===== src/rtl/dsp_scale_pkg.sv =====
// -----------------------------------------------------------------------------
// dsp_scale_pkg
// Constants and types shared between the forward input scaler and the
// data_unscale output converter.
//   SCALE_COEF : 8.24 coefficient 13/256 used by the forward scaler
//   DIVISOR    : 13 * 2^16, the raw-LSB divisor that undoes SCALE_COEF
//   QBITS_DEF  : default quotient width / divide iteration count
//   state_t    : data_unscale control states
// -----------------------------------------------------------------------------
package dsp_scale_pkg;

    localparam logic [31:0] SCALE_COEF = 32'h000D_0000;
    localparam logic [31:0] DIVISOR    = 32'd851968;
    localparam int          QBITS_DEF  = 12;

    typedef enum logic [1:0] {
        IDLE = 2'd0,
        DIV  = 2'd1,
        OUT  = 2'd2
    } state_t;

endpackage


===== src/rtl/restoring_div_step.sv =====
// -----------------------------------------------------------------------------
// restoring_div_step
// One combinational step of a restoring divider. Subtracts the divisor,
// shifted left by the current bit position, from the running remainder and
// keeps the difference only when it does not go negative.
//   rem      : running remainder (unsigned)
//   cnt      : quotient bit position handled by this step
//   rem_next : remainder after this step
//   qbit     : quotient bit produced at position cnt
// -----------------------------------------------------------------------------
module restoring_div_step
    import dsp_scale_pkg::*;
#(
    parameter int          QBITS   = QBITS_DEF,
    parameter logic [31:0] DIVISOR = dsp_scale_pkg::DIVISOR,
    parameter int          CW      = $clog2(QBITS)
) (
    input  logic [31:0]   rem,
    input  logic [CW-1:0] cnt,
    output logic [31:0]   rem_next,
    output logic          qbit
);

    localparam int TW = QBITS + 32;

    logic signed [TW-1:0] shifted;
    logic signed [TW-1:0] trial;

    always_comb begin
        // Extra QBITS of headroom keep the shifted divisor and the sign of
        // the difference exact for every bit position.
        shifted  = signed'({{QBITS{1'b0}}, DIVISOR} << cnt);
        trial    = signed'({{QBITS{1'b0}}, rem}) - shifted;
        qbit     = ~trial[TW-1];
        rem_next = qbit ? trial[31:0] : rem;
    end

endmodule


===== src/rtl/data_unscale.sv =====
// -----------------------------------------------------------------------------
// data_unscale
// Converts Goertzel-path 8.24 signed values back to 8-bit unsigned sample
// codes: code = round(x * 256/13), clamped to 0..255. The division runs as a
// fixed-latency multi-cycle restoring divider (one quotient bit per clock).
//   clk, rstn : clock, asynchronous active-low reset
//   valid_i   : input word valid          ready_o : block idle, can accept
//   data_i    : signed 8.24 input value
//   valid_o   : result valid, held until accepted
//   ready_i   : downstream accepts the result
//   data_o    : unsigned result code      sat_o   : result was clamped
// -----------------------------------------------------------------------------
module data_unscale
    import dsp_scale_pkg::*;
#(
    parameter logic [31:0] DIVISOR = dsp_scale_pkg::DIVISOR,
    parameter int          QBITS   = QBITS_DEF
) (
    input  logic               clk,
    input  logic               rstn,
    input  logic               valid_i,
    output logic               ready_o,
    input  logic signed [31:0] data_i,
    output logic               valid_o,
    input  logic               ready_i,
    output logic [7:0]         data_o,
    output logic               sat_o
);

    localparam int CW = $clog2(QBITS);

    state_t            state;
    logic [31:0]       rem;
    logic [QBITS-1:0]  quot;
    logic [CW-1:0]     cnt;
    logic              neg;

    logic [31:0]       rem_next;
    logic              qbit;
    logic [QBITS-1:0]  quot_next;
    logic [8:0]        sat_res;

    // Adding half the divisor up front turns the truncating divide into
    // round-half-up in the code domain. Non-negative 32-bit inputs plus this
    // bias always fit in 32 unsigned bits.
    function automatic logic [31:0] round_bias(input logic signed [31:0] x);
        return unsigned'(x) + (DIVISOR >> 1);
    endfunction

    // Returns {sat, code}.
    function automatic logic [8:0] saturate(input logic [QBITS-1:0] q,
                                            input logic             is_neg);
        if (is_neg)
            return {1'b1, 8'h00};
        else if (q > QBITS'(255))
            return {1'b1, 8'hFF};
        else
            return {1'b0, q[7:0]};
    endfunction

    restoring_div_step #(
        .QBITS   (QBITS),
        .DIVISOR (DIVISOR),
        .CW      (CW)
    ) u_step (
        .rem      (rem),
        .cnt      (cnt),
        .rem_next (rem_next),
        .qbit     (qbit)
    );

    always_comb begin
        quot_next      = quot;
        quot_next[cnt] = qbit;
        sat_res        = saturate(quot_next, neg);
    end

    assign ready_o = (state == IDLE);

    always_ff @(posedge clk or negedge rstn) begin
        if (!rstn) begin
            state   <= IDLE;
            rem     <= '0;
            quot    <= '0;
            cnt     <= '0;
            neg     <= 1'b0;
            valid_o <= 1'b0;
            data_o  <= '0;
            sat_o   <= 1'b0;
        end else begin
            case (state)
                IDLE: begin
                    if (valid_i) begin
                        // Negative inputs still run the full divide on a zero
                        // dividend so latency never depends on the data.
                        if (data_i < 0) begin
                            rem <= '0;
                            neg <= 1'b1;
                        end else begin
                            rem <= round_bias(data_i);
                            neg <= 1'b0;
                        end
                        quot  <= '0;
                        cnt   <= CW'(QBITS - 1);
                        state <= DIV;
                    end
                end

                DIV: begin
                    rem  <= rem_next;
                    quot <= quot_next;
                    if (cnt == '0) begin
                        // Last bit: register the clamped result together with
                        // valid so the outputs change in one step.
                        data_o  <= sat_res[7:0];
                        sat_o   <= sat_res[8];
                        valid_o <= 1'b1;
                        state   <= OUT;
                    end else begin
                        cnt <= cnt - 1'b1;
                    end
                end

                OUT: begin
                    if (ready_i) begin
                        valid_o <= 1'b0;
                        state   <= IDLE;
                    end
                end

                default: begin
                    valid_o <= 1'b0;
                    state   <= IDLE;
                end
            endcase
        end
    end

endmodule

===== config.mk =====
export PLATFORM = sky130hd
export DESIGN_NAME = data_unscale
export DESIGN_NICKNAME = d
export VERILOG_FILES = /design/src/rtl/dsp_scale_pkg.sv /design/src/rtl/restoring_div_step.sv /design/src/rtl/data_unscale.sv
export SDC_FILE = /design/constraint.sdc
export NUM_CORES = 1
export LEC_CHECK = 0
export BUFFER_PORTS_ARGS = -buffer_cell sky130_fd_sc_hd__buf_4
export CORE_AREA = 2 2 97 99
export CTS_CLUSTER_SIZE = 24
export DETAILED_ROUTE_END_ITERATION = 7
export DIE_AREA = 0 0 99 101
export GPL_ROUTABILITY_DRIVEN = 0
export PLACE_DENSITY = 0.68
export RECOVER_POWER = 50
export SLEW_MARGIN = 20
export SYNTH_ARGS = -nofsm -noshare
export SYNTH_HDL_FRONTEND = slang
export SYNTH_HIERARCHICAL = 1
export SYNTH_SLANG_ARGS = --single-unit

===== constraint.sdc =====
create_clock -name clk -period 9.7 [get_ports clk]
set_input_delay 1.94 -clock clk [delete_from_list [all_inputs] [get_ports clk]]
set_output_delay 1.94 -clock clk [all_outputs]
set_load 0.01 [all_outputs]

# ---- Yosys cells after proc, flatten, opt, wreduce, memory -nomap -nowiden
# Index checks and enable logic that the tools add are counted.
dict set report word_totals {
  word_cells 58
  in_bits 36
  output_inout_bits 11
  regBits 61
}
dict set report op_classes {
  magnitude_cmp 4
  n_bitwise 2
  shift 1
  n_eq_ne 7
  add_sub_neg 3
  mux 22
  n_reduce_logical 11
}
# operator count
set op_table {}
lappend op_table {{$mux W32} 3}
lappend op_table {{$pmux W32 S2} 1}
lappend op_table {{$shl A20 B4 Y44 const A} 1}
lappend op_table {{$sub A33 B44 Y44} 1}
lappend op_table {{$add A32 B19 Y32 const B} 1}
lappend op_table {{$lt A32 B1 Y1 const B} 1}
lappend op_table {{$pmux W12 S2} 1}
lappend op_table {{$mux W9} 2}
lappend op_table {{$bwmux W12} 1}
lappend op_table {{$gt A12 B8 Y1 const B} 1}
lappend op_table {{$mux W12} 1}
lappend op_table {{$reduce_and A3 Y1} 4}
lappend op_table {{$ne A2 B2 Y1 const B} 5}
lappend op_table {{$mux W4} 2}
lappend op_table {{$pmux W4 S2} 1}
lappend op_table {{$mux W2} 3}
lappend op_table {{$pmux W2 S3} 1}
lappend op_table {{$reduce_and A2 Y1} 3}
lappend op_table {{$lt A4 B5 Y1 const B} 1}
lappend op_table {{$demux W1 S4} 1}
lappend op_table {{$ge A4 B1 Y1 const B} 1}
lappend op_table {{$logic_not A4 Y1} 1}
lappend op_table {{$mux W1} 4}
lappend op_table {{$sub A4 B1 Y4 const B} 1}
lappend op_table {{7 further kinds} 8}

# ---- Depth between registers and ports, before layout
dict set report logic_depth {
  word_depth 8
  ltp_mapped 17
  ltp_nobuf 14
}

# ---- By module
# Netlist, hierarchy kept.
# mod cells_per_inst area_each_um2 instances seq_area_each_um2
set modules_own_cells {}
lappend modules_own_cells {data_unscale 271 2985.4 1 1501.4}
lappend modules_own_cells {restoring_div_step 195 1366.3 1 0.0}

# ---- Worst setup path after synthesis
# Ideal clock, no wire load.
dict set report synth_timing {
  path_type {reg2reg}
  startpoint {reg cnt[1]}
  endpoint {reg data_o[0]}
  synth_period_minus_slack_ps 3512
  slack_ps 6188
  path_buffers 4
  required_time_ps 9576
  arrival_time_ps 3388
  setup_time_ps 124
  path_stages_with_launch 18
  path_cell_list {dfrtp_1 -> inv_1 -> ha_1 -> mux2_2 -> nand2_1 -> ha_1 -> buf_6 -> a21o_1 -> a21o_1 -> a21oi_2 -> o21ai_1 -> a21o_1 -> buf_6 -> buf_6 -> clkbuf_1 -> mux2i_2 -> a41oi_2 -> a211o_1}
}
dict set report synth_via {
  word_cells_on_any_way 14
  cone_classes {1 x add/sub; 3 x order compare; 1 x shift; 5 x mux; 1 x bitwise; 3 x reduce/logical}
}
# item line
set synth_rtl {}
lappend synth_rtl {{start, declared} data_unscale.sv:35} ;# logic [CW-1:0] cnt;
lappend synth_rtl {{start signal, assigned} data_unscale.sv:104} ;# cnt <= CW'(QBITS - 1);
lappend synth_rtl {{start signal, assigned} data_unscale.sv:120} ;# cnt <= cnt - 1'b1;
lappend synth_rtl {{$shl A20 B4 Y44 *} restoring_div_step.sv:32} ;# shifted = signed'({{QBITS{1'b0}}, DIVISOR} << cnt);
lappend synth_rtl {{$sub A33 B44 Y44 *} restoring_div_step.sv:33} ;# trial = signed'({{QBITS{1'b0}}, rem}) - shifted;
lappend synth_rtl {{$not A1 Y1 *} restoring_div_step.sv:34} ;# qbit = ~trial[TW-1];
lappend synth_rtl {{net qbit} data_unscale.sv:39} ;# logic qbit;
lappend synth_rtl {{$bwmux W12 *} data_unscale.sv:74} ;# quot_next[cnt] = qbit;
lappend synth_rtl {{$gt A12 B8 Y1} data_unscale.sv:55} ;# else if (q > QBITS'(255))
lappend synth_rtl {{$mux W9 *} data_unscale.sv:55}
lappend synth_rtl {{$mux W9 *} data_unscale.sv:53} ;# if (is_neg)
lappend synth_rtl {{end signal, assigned} data_unscale.sv:115} ;# data_o <= sat_res[7:0];
lappend synth_rtl {{end, declared} data_unscale.sv:26} ;# output logic [7:0] data_o,
# The timed path passes the listed nets; every way through them passes the cells marked *.
# A chain may end at the register's enable or synchronous reset.

# ---- Final worst setup path
dict set report layout_timing {
  startpoint {reg cnt[1]}
  endpoint {reg data_o[5]}
}
# Same word-level chain as after synthesis.

==> out/qor.yml <==
critical_path_class: "flip-flop to flip-flop"
globalRouteOverflowTotal: 0
start_util: 0.4120
cts_post_setup_buffers_inserted: 0
grt_pass1_wl_um: 14810
cts_buffers: 5
placement_rows: 35
synthCells: 405
clock_tree.htree_level_count: 2
rsz_0062_raised_after_global_routing: "false"
reg_to_reg_slack_setup_ns: 5.67
critPathMaxFanout: 27
post-route-min-period_ns: 4.033
design_area_sq_mm: 0.004080
insertion_delay_to_the_later_sink_of_the_worst_skew_pair_ns: 0.30
grt_start_max_net_pins: 46
violated_checks: "max-capacitance violations, max-slew violations"
vias: 3184
number_of_antenna_violations_at_the_first_check_in_global_routing: 0
ant_nets: 0
netlist_area_sq_mm: 0.003699
cts.clk_slew.worst_paths_ns: 0.10
io_buffer_count: 31
cts_root_buffer: "clkbuf_8"
worstMarginPinSlew_ns: 2.381
crit_path_end_kind: "flip-flop"
status: "finished with violations"
timing.final.crit_share: 0.4158
clock_skew_ns: 0.01440
fill_cells: 832
timing.hold.worst.class: "flip-flop to flip-flop"
core_region_area_sq_mm: 0.008977
die_area_sq_mm: 0.009999
setup_total_negative_slack_ns: 0
top_level_i_o_count: 47
finalSetupViolations: 0
mean_post_synth_cell_area_sq_um: 9.132
maxCapViolations: 1
area_growth_syn_to_layout_pct: 10.32
maxSlewHeadroom: -0.5870
final_nets: 485
fmax_ghz: 0.2479
dieHeight_um: 101
detail_route.drc_violations: 0
vias_per_cell: 5.951
clock_path_buffers: 2
final_max_slew_viol_count: 46
grt_pass1_vias: 3052
drtIter0Drc: 152
synth_fp_nets: 467
wl_per_cell_um: 16.29
antenna_cells_inserted: 0
cts_tree: "built"
detailedPlacementHpwl_um: 6516
crit_path_start_kind: "flip-flop"
cts_repair_resize_count: 0
cp.arrival_ns: 4.28
place_area_sq_mm: 0.003968
timing_hold_violations_final: 0
firstDrtPassIters: 5
routed_wirelength_um: 8716
die_width_um: 99
worstPathRequired_ns: 9.95
drive_above_1_share: 0.1462
yosys_warnings: 6
grtUsageTotal: 0.1816
cts_sinks: 45
postCtsHoldBufs: 0
==> worst paths after layout <==
path	from	endpoint	cells past startpoint
worst max-delay path	cnt[1]	data_o[5]	14
worst min register to register	quot[8]	quot[8]	2
worst max register to register	cnt[1]	data_o[5]	14
min in group asynchronous	rstn	data_o[5]	1
worst min-delay path	quot[8]	quot[8]	2
max in group asynchronous	rstn	rem[22]	1
==> cell usage in the layout, fill, tap and decap left out, types with 5 or more instances in the layout <==
cell type	instances
nand3_1	7
xnor2_1	16
xor2_1	7
ha_1	26
inv_1	10
nor3_1	8
o21a_1	5
nand2_1	40
mux2_1	14
nand4_1	5
nand2b_1	5
buf_4	30
a221o_1	7
o21ai_1	16
dfrtp_1	45
nor2b_1	6
nand3b_1	5
a22o_1	7
nor2_1	21
a21oi_1	21
a21o_1	6
mux2_4	7
clkbuf_8	5
o21ai_0	13
a22oi_1	18
==> registers in the layout (all words and copies together) (netlist names) <==
register / flops
rem: 17
quot: 11
data_o: 8
cnt: 4
state: 2
neg: 1
sat_o: 1
valid_o: 1
==> stage by stage <==
| step | instances | utilization | worst slack (ns) | hold WS, ns |
|---|---|---|---|---|
| 6_report | 535 | 0.4545 | 5.667 | 0.5081 |
| 5_1_grt | 535 | 0.4545 | 5.338 | 0.5352 |
| 4_1_cts | 535 | 0.4552 | 5.283 | 0.5117 |
| 3_5_place_dp | 527 | 0.4420 | 5.334 | 0.4860 |
| 3_3_place_gp | 527 | 0.4420 | 5.396 | 0.4653 |
| 2_1_floorplan | 405 | - | 6.188 | 0.4496 |
==> layer usage <==
layer / part of all wire / routed length (um) / GRT usage
met3: 0.033 / 286 / 0.01318
met4: 0.019 / 165 / 0.05479
met1: 0.48 / 4179 / 0.2552
met5: 0 / 0 / 0
met2: 0.47 / 4085 / 0.3004
==> area by class of cell <==
type                       instances  area, sq um  area share
clock inverter                     3        50.05     0.01227
sequential                        45         1126      0.2760
inverter                          11        41.29     0.01012
clock buffer                       5        68.82     0.01687
multi-input combinational        327         2415      0.5918
timing repair buffer              33        240.2     0.05888
tap                              111        138.9     0.03404
==> worst max-delay path: stages, from the launching register on <==
cell and delay, ns:
dfrtp_1 0.50, inv_1 0.14, ha_1 0.24, nor2_1 0.08
a21oi_1 0.22, nand2b_1 0.13, ha_1 0.39, nand4_1 0.17
o221ai_1 0.29, nand2_1 0.11, nand3_2 0.15, a21o_2 0.60
mux2i_1 0.24, a41oi_2 0.52, a221o_1 0.19
Power is not shown: default switching activity piles up to over one toggle a cycle in this logic, so the estimate is an artifact.
